<file path="src/rtl/priory_encoder.sv">
// priory_encoder: 4-input priority encoder with registered outputs.
// x[4] has the highest priority and x[1] the lowest. pcode is the index of the
// highest set bit of x, valid is the OR of x, and both appear one cycle after x
// is sampled.
// Optional feature macro PRIORY_ENCODER_ONEHOT_EN adds the registered one-hot
// grant[4:1] port. It marks the winning request bit.
module priory_encoder (
   input  logic       clk,
   input  logic       rst_n,
   input  logic [4:1] x,
`ifdef PRIORY_ENCODER_ONEHOT_EN
   output logic [4:1] grant,
`endif
   output logic [2:0] pcode,
   output logic       valid
);

   logic [2:0] pcode_d;
   logic [2:0] pcode_q;
   logic       valid_d;
   logic       valid_q;

   // Priority decode. Every branch assigns a code, including the all-zero
   // default, so this logic cannot infer a latch. Codes 3'b101..3'b111 cannot
   // be produced.
   always_comb begin
      pcode_d = 3'b000;
      if (x[4]) begin
         pcode_d = 3'b100;
      end else if (x[3]) begin
         pcode_d = 3'b011;
      end else if (x[2]) begin
         pcode_d = 3'b010;
      end else if (x[1]) begin
         pcode_d = 3'b001;
      end
      valid_d = |x;
   end

   // Output registers. Reset clears them asynchronously, and the first rising
   // edge after release loads the code for the current x.
   always_ff @(posedge clk or negedge rst_n) begin
      if (!rst_n) begin
         pcode_q <= 3'b000;
         valid_q <= 1'b0;
      end else begin
         pcode_q <= pcode_d;
         valid_q <= valid_d;
      end
   end

   assign pcode = pcode_q;
   assign valid = valid_q;

`ifdef PRIORY_ENCODER_ONEHOT_EN
   logic [4:1] grant_d;
   logic [4:1] grant_q;

   // One-hot winner. A bit wins when it is set and no higher bit is set.
   // The top bit has nothing above it.
   always_comb begin
      grant_d    = 4'b0000;
      grant_d[4] = x[4];
      grant_d[3] = x[3] & ~x[4];
      grant_d[2] = x[2] & ~(|x[4:3]);
      grant_d[1] = x[1] & ~(|x[4:2]);
   end

   // Grant register. It shares the reset behaviour of pcode and valid.
   always_ff @(posedge clk or negedge rst_n) begin
      if (!rst_n) begin
         grant_q <= 4'b0000;
      end else begin
         grant_q <= grant_d;
      end
   end

   assign grant = grant_q;
`endif

endmodule

</file>
<file path="config.mk">
export PLATFORM = sky130hd
export DESIGN_NAME = priory_encoder
export DESIGN_NICKNAME = d
export VERILOG_FILES = /design/src/rtl/priory_encoder.sv
export SDC_FILE = /design/constraint.sdc
export NUM_CORES = 1
export LEC_CHECK = 0
export ABC_CLOCK_PERIOD_IN_PS = 800
export CORE_AREA = 8 8 45 47
export CTS_CLUSTER_SIZE = 40
export DETAILED_ROUTE_END_ITERATION = 8
export DIE_AREA = 0 0 53 55
export PLACE_DENSITY_LB_ADDON = 0.15
export SLEW_MARGIN = 5
export SYNTH_ARGS = -nofsm -noshare
export SYNTH_HDL_FRONTEND = slang
export SYNTH_SLANG_ARGS = --single-unit
</file>
<file path="constraint.sdc">
create_clock -name clk -period 0.8 [get_ports clk]
set_input_delay 0.08 -clock clk [delete_from_list [all_inputs] [get_ports clk]]
set_output_delay 0.08 -clock clk [all_outputs]
set_load 0.005 [all_outputs]
</file>
==> impl_metrics.py <==
metrics = {
    "detailed_routing": {
        "drt_iter0_drc": 2,
        "dr.pass1.iters": 4,
        "wl_um": 330,
        "via_count": 116,
        "wl_per_cell_um": 8.46,
        "via_per_inst": 2.97,
        "drc": 0,
        "antenna_left": 0,
    },
    "sta": {
        "rsz0062_at_grt": "true",
        "fin_crit_sh_pct": 97.4,
        "slew_violations": 0,
        "timing.slew.headroom_pct": 88.6,
        "worstMarginPinSlew_ns": 0.170,
        "layout_min_cycle_time_ns": 0.779,
        "timing.final.hold_violations": 0,
        "fmax_mhz": 1280,
        "setup_viol": 0,
    },
    "yosys": {
        "synth_cells": 11,
        "synth-seq-cells": 4,
        "syn-num-nets": 17,
        "netlist_area_um2": 134,
        "avgSynthCellArea_um2": 12.2,
        "ys_seq_area_share_pct": 74.8,
        "yosysUniqueCellTypes": 6,
        "yosysWarnings": 0,
    },
    "cells_and_area": {
        "fin_nets": 31,
        "n_fill_cell": 148,
        "multiInputGateArea_um2": 30.0,
        "fin_area_um2": 246,
        "area_growth_pct": 84.1,
        "layout-drive-gt1-share_pct": 34.8,
        "n_antenna_cell": 0,
        "seqCellArea_um2": 100,
        "fin_cells": 39,
    },
    "worst_setup_path": {
        "critPathBufInv": 1,
        "required_ns": 0.72,
        "cp-start-kind": "register",
        "arrival_ns": 0.70,
        "cp_slowest_cell": "dfrtp_1",
        "crit_chain": "buf_2",
        "crit_fanout": 1,
        "worstSetupPathType": "register to primary output",
        "path_delay_family": "flip-flops",
        "end_kind": "primary output",
        "max_stage_delay_ns": 0.34,
    },
    "floorplan": {
        "num_rows": 14,
        "design.core.area_um2": 1380,
        "pin_count": 10,
        "initial_core_util_pct": 9.67,
        "die_area_um2": 2920,
        "die_h_um": 55,
        "fp.dieW_um": 53,
    },
    "power": {
        "vdd_drop_max_mv": 0.315,
        "leakage_nw": 0.110,
        "p_per_area_nw_per_um2": 2100,
    },
    "placed_design": {
        "dp.cells": 36,
        "place.gp.congestion": 0.553,
        "place_area_um2": 244,
        "io_buffers": 9,
    },
    "clocking": {
        "cts.sinks": 4,
        "cts_setup_buffers": 0,
        "cts_made_buffers": 3,
        "cts_root_buf": "clkbuf_4",
        "cts_tree": "built",
        "clk_pin_slew_worst_paths_ns": 0.04,
        "htree_levels": 1,
        "clockBufferDepth": 2,
    },
    "outcome": {
        "status": "complete, no violations",
    },
    "grt": {
        "grt_pass1_wl_um": 572,
        "grt_max_degree": 5,
        "first_global_vias": 137,
        "overflow": 0,
        "antenna_found_initial": 0,
        "track_usage_pct": 3.45,
    },
    "run": {
        "maxCapViolCount": 0,
    },
    "hold_path": {
        "hold_class": "input pin to asynchronous set/reset pin",
    },
}
==> worst max path at each step <==
stage                                   from  endpoint  slack, ns  cells after the start
after floorplan           pcode[0]$_DFF_PN0_  pcode[0]       0.37                      0
after global placement    pcode[1]$_DFF_PN0_  pcode[1]      -0.08                      1
after detailed placement  pcode[1]$_DFF_PN0_  pcode[1]      -0.09                      1
after CTS                 pcode[1]$_DFF_PN0_  pcode[1]      0.004                      1
after global routing      pcode[1]$_DFF_PN0_  pcode[1]      -0.02                      1
final                     pcode[0]$_DFF_PN0_  pcode[0]       0.02                      1
==> metrics by stage <==
stage | utilization, % | total power (W) | TNS (ns) | worst slack [ns] | hold slack [ns]
finish | 17.8 | 0.000517 | 0 | 0.0207 | 0.0426
detailed placement | 17.6 | 0.000285 | -0.454 | -0.0863 | 0.287
floorplan | - | 0.000231 | 0 | 0.371 | -0.216
global route | 17.8 | 0.000571 | -0.0629 | -0.0238 | 0.0401
global placement | 17.6 | 0.000284 | -0.435 | -0.0782 | 0.291
CTS | 17.8 | 0.000533 | 0 | 0.00413 | 0.0379
==> placed cells by master (no fill, tap or decap) <==
cell and count:
nand2_1 1, nor2_1 3, inv_1 1, nand2b_1 1, clkdlybuf4s50_1 5, clkbuf_4 3, a21oi_2 1, dfrtp_1 4
buf_2 4
==> sequential cells by signal (all words and copies together), names as in the netlist <==
| register | flops |
|---|---|
| pcode | 3 |
| valid | 1 |
==> timing repair <==
item	4_1_cts	5_1_grt
hold buffers	0	0
endpoints found under the setup margin	4	4
pin swaps	0	0
resized for setup	16	0
==> per-layer routing <==
metal  global-route usage (%)  up-vias  share of wire, %
met5                        0        -                 0
met4                     6.47        0               5.2
met3                     4.28        2                28
met2                     2.54       12                26
met1                     2.90       44                40
li1                         -       58                 -
==> power breakdown <==
group          internal (W)  leakage (nW)  switching (W)  total [W]
clock network      0.000168        0.0138      0.0000786   0.000246
registers          0.000214        0.0457     0.00000195   0.000216
logic             0.0000336        0.0506      0.0000214  0.0000550
==> Yosys cell counts <==
cell	count	area [um2]
dfrtp_1	4	100
nor2_1	3	11.3
a21oi_2	1	8.76
inv_1	1	3.75
nand2_1	1	3.75
nand2b_1	1	6.26
==> cells by family after synthesis <==
kind of cell	Yosys count	share of synthesized area, %
buf+inv	1	2.80
compound gates	1	6.54
flops	4	74.8
simple gates	5	15.9
==> layout make-up <==
type                    count  area share [%]
flip-flops and latches      4            40.6
multi-input cells           6            12.2
repair buffers              9            28.4
clock buffers               3            9.14
inverters                   1            1.52
well taps                  16            8.12
(Power assumes the default switching activity.)
